File: config.mk
export PLATFORM = sky130hd
export DESIGN_NAME = usb_rx_front
export DESIGN_NICKNAME = d
export VERILOG_FILES = /design/src/rtl/usb_rx_front.sv
export SDC_FILE = /design/constraint.sdc
export NUM_CORES = 1
export LEC_CHECK = 0
export ABC_AREA = 1
export CAP_MARGIN = 20
export CELL_PAD_IN_SITES_DETAIL_PLACEMENT = 0
export CELL_PAD_IN_SITES_GLOBAL_PLACEMENT = 1
export CORE_MARGIN = 4
export CORE_UTILIZATION = 39
export CTS_CLUSTER_SIZE = 24
export DETAILED_ROUTE_END_ITERATION = 8
export GPL_TIMING_DRIVEN = 0
export PLACE_DENSITY_LB_ADDON = 0.1
export SYNTH_ARGS = -nofsm -noshare
export SYNTH_HDL_FRONTEND = slang
export SYNTH_SLANG_ARGS = --single-unit
File: constraint.sdc
create_clock -name clk -period 1.42 [get_ports clk]
set_input_delay 0.284 -clock clk [delete_from_list [all_inputs] [get_ports clk]]
set_output_delay 0.284 -clock clk [all_outputs]
set_load 0.05 [all_outputs]
File: src/rtl/usb_rx_front.sv
// USB full-speed receive front end: synchronize D+/D-, recover bit timing, NRZI-decode, unstuff, assemble bytes, flag EOP/errors.
// Latency: a byte is presented about 2 sync flops + 4 clk after the mid-bit sample of its last bit; eop follows the SE0 sample by 1 clk.
// No backpressure: the decoder must accept every write_enable strobe (2 clk wide, at least 64 clk apart).
//
// Ports:
//   clk          - system clock, 8 clk per USB bit
//   n_rst        - asynchronous active-low reset
//   d_plus       - raw D+ line, asynchronous to clk
//   d_minus      - raw D- line, asynchronous to clk
//   rx_data      - last completed byte, first received bit in bit 0
//   write_enable - byte-valid strobe, high for exactly 2 clk per byte
//   eop          - high from the SE0 sample until the first J sample
//   rcv_error    - sticky error, cleared only by a valid sync byte or reset
module usb_rx_front (
  input  logic       clk,
  input  logic       n_rst,
  input  logic       d_plus,
  input  logic       d_minus,
  output logic [7:0] rx_data,
  output logic       write_enable,
  output logic       eop,
  output logic       rcv_error
);

  typedef enum logic [2:0] {
    IDLE,
    SYNC,
    RECEIVE,
    ERR_WAIT,
    EOP_WAIT
  } state_t;

  state_t     state;

  // Two-flop synchronizers; reset values represent the idle J state.
  logic       dp_s1;
  logic       dp_s2;
  logic       dm_s1;
  logic       dm_s2;
  // Previous synchronized D+, used for edge detection (timing recovery and start of packet).
  logic       dp_prev;

  logic [2:0] timer;        // position within the current bit cell
  logic       prev_sample;  // last sampled D+ level, reference for NRZI decoding
  logic [7:0] shift;        // byte being assembled, first bit ends up in bit 0
  logic [2:0] bit_cnt;      // kept (non-stuffed) bits in the current byte
  logic [2:0] ones;         // consecutive decoded 1s, spans sync and data
  logic       we_hold;      // keeps write_enable high for its second clk

  logic       dp_edge;
  logic       sample;
  logic       se0;
  logic       line_j;
  logic       nrzi_bit;
  logic [7:0] shift_next;

  always_ff @(posedge clk or negedge n_rst) begin
    if (!n_rst) begin
      dp_s1   <= 1'b1;
      dp_s2   <= 1'b1;
      dm_s1   <= 1'b0;
      dm_s2   <= 1'b0;
      dp_prev <= 1'b1;
    end else begin
      dp_s1   <= d_plus;
      dp_s2   <= dp_s1;
      dm_s1   <= d_minus;
      dm_s2   <= dm_s1;
      dp_prev <= dp_s2;
    end
  end

  always_comb begin
    dp_edge    = dp_s2 ^ dp_prev;
    sample     = (timer == 3'd3);
    se0        = !dp_s2 && !dm_s2;
    line_j     = dp_s2 && !dm_s2;
    // NRZI: no change in level means 1, a transition means 0.
    nrzi_bit   = (dp_s2 == prev_sample);
    shift_next = {nrzi_bit, shift[7:1]};
  end

  always_ff @(posedge clk or negedge n_rst) begin
    if (!n_rst) begin
      state        <= IDLE;
      timer        <= 3'd0;
      prev_sample  <= 1'b0;
      shift        <= 8'h00;
      bit_cnt      <= 3'd0;
      ones         <= 3'd0;
      we_hold      <= 1'b0;
      rx_data      <= 8'h00;
      write_enable <= 1'b0;
      eop          <= 1'b0;
      rcv_error    <= 1'b0;
    end else begin
      // Strobe lasts two clk: the set cycle plus one held cycle.
      if (we_hold) begin
        we_hold <= 1'b0;
      end else begin
        write_enable <= 1'b0;
      end

      // While a packet is being decoded, every D+ transition re-centres the sample point.
      if ((state == SYNC || state == RECEIVE) && dp_edge) begin
        timer <= 3'd0;
      end else begin
        timer <= timer + 3'd1;
      end

      case (state)
        IDLE: begin
          timer <= 3'd0;
          // J->K from idle starts the sync pattern; anything else is line noise here.
          if (dp_prev && !dp_s2 && dm_s2) begin
            state       <= SYNC;
            prev_sample <= 1'b1;
            shift       <= 8'h00;
            bit_cnt     <= 3'd0;
            ones        <= 3'd0;
          end
        end

        SYNC, RECEIVE: begin
          if (sample) begin
            if (se0) begin
              // A byte completed on an earlier sample has already been written;
              // only a partial byte or an unfinished sync is an error.
              eop   <= 1'b1;
              state <= EOP_WAIT;
              if (state == SYNC || bit_cnt != 3'd0) begin
                rcv_error <= 1'b1;
              end
            end else begin
              prev_sample <= dp_s2;
              if (ones == 3'd6) begin
                if (nrzi_bit) begin
                  // Seventh 1 in a row: stuffing violated, drop the partial byte.
                  rcv_error <= 1'b1;
                  state     <= ERR_WAIT;
                end else begin
                  // Stuffed 0: discarded, not counted as a kept bit.
                  ones <= 3'd0;
                end
              end else begin
                ones    <= nrzi_bit ? ones + 3'd1 : 3'd0;
                shift   <= shift_next;
                bit_cnt <= bit_cnt + 3'd1;
                if (bit_cnt == 3'd7) begin
                  if (state == SYNC) begin
                    if (shift_next == 8'h80) begin
                      state     <= RECEIVE;
                      rcv_error <= 1'b0;
                    end else begin
                      rcv_error <= 1'b1;
                      state     <= ERR_WAIT;
                    end
                  end else begin
                    rx_data      <= shift_next;
                    write_enable <= 1'b1;
                    we_hold      <= 1'b1;
                  end
                end
              end
            end
          end
        end

        ERR_WAIT: begin
          // Data is ignored until the packet ends.
          if (sample && se0) begin
            eop   <= 1'b1;
            state <= EOP_WAIT;
            if (bit_cnt != 3'd0) begin
              rcv_error <= 1'b1;
            end
          end
        end

        EOP_WAIT: begin
          if (sample && line_j) begin
            eop   <= 1'b0;
            state <= IDLE;
          end
        end

        default: begin
          state <= IDLE;
        end
      endcase
    end
  end

endmodule

# Word-level counts from Yosys, hierarchy flattened
# Cells that the tools add are included.
dict set report word_totals {
  register_bits 38
  latch_bits 0
  mem_bits_rw 0
  mem_bits_ro 0
  inputBits 4
  output_inout_bits 11
  n_memories 0
}
dict set report classes {
  n_addsub 3
  n_mul 0
  n_div 0
  magnitude_cmp 0
  n_eq_ne 22
  n_shift 0
  muxes 62
  bitwise 4
  n_reduce_logical 24
}
# op n
set op_table {}
lappend op_table {{3-bit 2-to-1 mux} 20}
lappend op_table {{8-bit 2-to-1 mux} 4}
lappend op_table {{1-bit 2-to-1 mux} 31}
lappend op_table {{2-bit inequality test, second input constant} 8}
lappend op_table {{8-bit case mux with 2 select lines} 1}
lappend op_table {{5-bit AND reduction} 3}
lappend op_table {{4-bit inequality test, second input constant} 3}
lappend op_table {{3-bit case mux with 2 select lines} 2}
lappend op_table {{3-bit case mux with 4 select lines} 1}
lappend op_table {{3-bit by 1-bit adder with 3-bit output, second input constant} 3}
lappend op_table {{3-bit by 2-bit == test with 1-bit output, second input constant} 3}
lappend op_table {{3-bit == test, second input constant} 3}
lappend op_table {{8-bit == test, second input constant} 1}
lappend op_table {{8-bit AND reduction} 1}
lappend op_table {{1-bit logical AND} 7}
lappend op_table {{7-bit AND reduction} 1}
lappend op_table {{3-bit inequality test, second input constant} 2}
lappend op_table {{6-bit AND reduction} 1}
lappend op_table {{3-bit nonzero test} 2}
lappend op_table {{1-bit case mux with 2 select lines} 2}
lappend op_table {{4-bit AND reduction} 1}
lappend op_table {{2-bit nonzero test} 2}
lappend op_table {{3-bit by 1-bit == test with 1-bit output, second input constant} 1}
lappend op_table {{3-bit logical NOT} 1}
lappend op_table {{7 further kinds} 11}

# Logic depth before layout (Yosys ltp)
dict set report depth {
  word_depth 9
  depth_mapped 11
  ltp_nobuf 11
}

# Worst setup path before layout
# Ideal clock, no wire load.
dict set report synth_timing {
  path_kind {reg-to-reg}
  start {reg timer[0]}
  end {reg bit_cnt[0]}
  setup_ps 117
  arrival_time_ps 1438
  t_required_ps 1303
  path_slack_ps -134
  stages_incl_launch_ff 8
  n_path_buf 1
  synth_period_minus_slack_ps 1554
  path_cell_list {dfrtp_1 -> ha_1 -> ha_1 -> nor3_1 -> nor3_4 -> buf_6 -> nand3_1 -> nand2_1}
}
dict set report synth_between {
  elab_chain_cells 3
}
# item line_no
set synth_lines {}
lappend synth_lines {{start: declaration} 43} ;# logic [2:0] timer;
lappend synth_lines {{start signal: assignment} 108} ;# timer <= timer + 3'd1;
lappend synth_lines {{3-bit by 2-bit == test with 1-bit output} 75} ;# sample = (timer == 3'd3);
lappend synth_lines {{2-bit inequality test (no line)} --}
lappend synth_lines {{5-bit AND reduction (no line)} --}
lappend synth_lines {{end signal: assignment} 148} ;# bit_cnt <= bit_cnt + 3'd1;
lappend synth_lines {{end: declaration} 46} ;# logic [2:0] bit_cnt;
# Every way passes these cells.
# A chain may end at the register's enable or synchronous reset.

# Worst setup path after layout
dict set report layout_timing {
  start {reg dp_s2}
  end {reg shift[3]}
}
dict set report layout_between {
  elab_chain_cells 5
  word_cells_on_any_way 7
  classes_between {eq/ne: 2; reduce/logical: 5}
}
# item line_no
set layout_lines {}
lappend layout_lines {{start: declaration} 37} ;# logic dp_s2;
lappend layout_lines {{start signal: assignment} 66} ;# dp_s2 <= dp_s1;
lappend layout_lines {{1-bit logical NOT *} {76, 115}}
lappend layout_lines {{1-bit logical AND (2 in series)} 115} ;# if (dp_prev && !dp_s2 && dm_s2) begin
lappend layout_lines {{2-bit inequality test (no line)} --}
lappend layout_lines {{5-bit AND reduction (no line) *} --}
lappend layout_lines {{end signal: assignment} 147} ;# shift <= shift_next;
lappend layout_lines {{end: declaration} 45} ;# logic [7:0] shift;
# Every way passes the cells marked *; elsewhere a longest branch is shown, timed or not.

==> results.yml <==
finish:
  utilization_pct: 55.2
  nets: 293
  final_cell_mix: "nand2_1 (61), dfrtp_1 (31), inv_1 (24), nor2_1 (21), nand2_2 (20)"
  fillers: 458
  diodes: 0
  syn_to_final_growth_pct: 36.0
  drive_gt1_share_pct: 37.2
  final_common_cell: "nand2_1"
route:
  m1WireLength_mm: 2.14
  drc: 0
  drtAntennaViolNets: 0
  wl_met3_um: 121
  wire_per_inst_um: 12.3
  routed-wl-met2_mm: 1.92
  first_pass_iters: 4
  via_per_inst: 4.69
  wl_mm: 4.30
  dr.max_layer_used: "met4"
  via_count: 1636
  drtIter0Drc: 65
synthesis:
  synthArstFlopShare_pct: 100
  syn_area_um2: 1940
  avgSynthCellArea_um2: 8.02
  yosys.area.top_type: "dfrtp_1"
  synth_edf_count: 0
  syn_inst: 242
  synth_top_area_share_pct: 43.8
  syn_nets: 254
  synth_cell_type_count: 23
  synth-seq-cells: 37
  ys.warnings.count: 0
  ys_seq_area_share_pct: 47.9
  yosys_most_used_dff: "dfrtp_1"
  yosys-top-cells-area: "dfrtp_1 (44%), nand2_1 (15%), inv_1 (6.0%)"
floorplan:
  design.core.area_um2: 4790
  dieWidth_um: 78.5
  ios: 15
  initial_utilization_pct: 40.5
  rows: 25
  die_y_um: 78.5
  dieArea_um2: 6170
clock_tree:
  h-tree-depth: 2
  clockBufferDepth: 2
  cts_tree: "done"
  root_buffer: "clkbuf_8"
  clkTransAtPathRegs_ps: 80
  clk_latency_ps: 290
  cts_buffers: 5
  hold_buffers: 0
  clkSinkCount: 37
setup_path:
  end_kind: "flip-flop"
  worstPathMaxFanout: 10
  worstPathRequired_ps: 1650
  slowest_delay_ps: 560
  critPathCapture: "shift[3]"
  r2r_slack_ps: -130
  path_delay_family: "flip-flops"
  crit_path_start: "dp_s2"
  crit_type: "flip-flop to flip-flop"
  crit_arrival_ps: 1780
  cp.depth: 9
  start_kind: "flip-flop"
  cp_slowest_cell: "dfstp_2"
  crit_path_frequent_cell: "buf_6"
  r2r-end: "shift[3]"
  rr_worst_depth: 9
  crit_buf_inv: 4
  rr_startpoint: "dp_s2"
  cp_cell_sequence: "buf_12 > nor2_4 > inv_2 > nor2_2 > nor3_4 > buf_6 > buf_6 > nand3_1 > nand2_1"
timing:
  post-route-min-period_ps: 1550
  slew_viol_final: 0
  relSlewSlack_pct: 45.2
  holdWs_ps: 87.0
  max_freq_mhz: 647
  worst_pin_slew_ps: 822
  skew_ps: 10.2
  hold_viol_final: 0
  rsz0062_at_grt: "yes"
  fin_crit_sh_pct: 109
  final.setup.worst_slack_ps: -127
  finalSetupViolations: 27
place:
  globalplace.congestion: 0.799
  io_buffers: 14
  hpwlAfterDp_mm: 2.89
min_path:
  hp-class: "input port to asynchronous set/reset pin"
pwr:
  p_leak_nw: 1.31
  p_total_mw: 5.44
  powerDensity_nw_per_um2: 2060
  peakVddDrop_mv: 0.881
global_routing:
  grt_pass1_wl_mm: 7.25
  grt_pass1_vias: 1569
  gr-total-overflow: 0
  track_usage_pct: 14.8
  antenna_found_initial: 0
  grt_max_degree: 38
flow_run:
  drv_cap: 0
outcome:
  status: "finished with violations"
  violations: "negative setup slack"
## registers in the layout, summed over array words and instances (netlist names), 3 cells and up
| signal | count |
|---|---|
| rx_data | 8 |
| shift | 7 |
| bit_cnt | 3 |
| ones | 3 |
| state | 3 |
| timer | 3 |
## kinds of logic (layout without fill, tap and decap cells)
logic type	after synthesis	after routing	share of synthesized area, %
DFF	37	37	47.9
AOI/OAI and AO/OA	15	15	4.19
and+or+nand+nor	147	147	34.7
buffers and inverters	35	75	8.06
adders and majority gates	8	8	5.16
## synth_stat cells, types with 2 or more instances
library cell and number:
nand2_1 79, dfrtp_1 34, inv_1 31, nor2_1 24, nand3_1 19, o21ai_0 14
ha_1 8, nand2_2 5, dfstp_2 3, nand3b_1 3, nand4_1 3, nor3_1 3
buf_6 2, nand3_2 2, nor2_2 2, nor3_2 2, or2_2 2
## through the flow
step | TNS (ps) | worst slack, ps | area (um2) | instances
6_report | -2040 | -127 | 2640 | 349
3_3_place_gp | -34610 | -817 | 2170 | 323
3_5_place_dp | -5270 | -235 | 2170 | 323
2_1_floorplan | -61.1 | -7.65 | 1950 | 242
5_1_grt | -4530 | -253 | 2640 | 349
4_1_cts | -4010 | -170 | 2360 | 338
## worst min path at each step
stage	cells past startpoint	end	slack (ps)
5_1_grt	1	rx_data[1]	160
3_5_place_dp	0	dm_s2	330
2_1_floorplan	0	bit_cnt[0]	-10
6_report	1	rx_data[1]	90
3_3_place_gp	0	dm_s2	330
4_1_cts	1	bit_cnt[2]	120
## cell type report
class / instances / area (um2) / area share [%]
clock inverter: 2 / 38.8 / 1.47
buffer: 3 / 36.3 / 1.37
multi-input combinational: 170 / 1050 / 39.6
tap: 67 / 83.8 / 3.18
inverter: 32 / 123 / 4.64
sequential: 37 / 933 / 35.4
timing repair buffer: 32 / 307 / 11.6
clock buffer: 6 / 72.6 / 2.75
## timing repair
action | 4_1_cts | 5_1_grt
setup endpoints to repair | 43 | 34
gates cloned | 0 | 1
buffers inserted | 7 | 10
resized for setup | 38 | 67
pin swaps | 2 | 16
## report_power, final
| group | internal (mW) | leakage [nW] | total, mW | switching [mW] |
|---|---|---|---|---|
| clock | 0.527 | 0.0554 | 0.908 | 0.381 |
| sequential | 1.28 | 0.484 | 1.47 | 0.189 |
| combinational | 1.24 | 0.768 | 3.06 | 1.82 |
| total | 3.05 | 1.31 | 5.44 | 2.39 |
## per-layer routing
| metal | GRT usage, % | vias to the layer above |
|---|---|---|
| met5 | 0 | - |
| met4 | 5.24 | 0 |
| met3 | 3.44 | 11 |
| met2 | 23.0 | 23 |
| met1 | 20.1 | 771 |
| li1 | - | 831 |
Power figures use the tool's default switching activity.
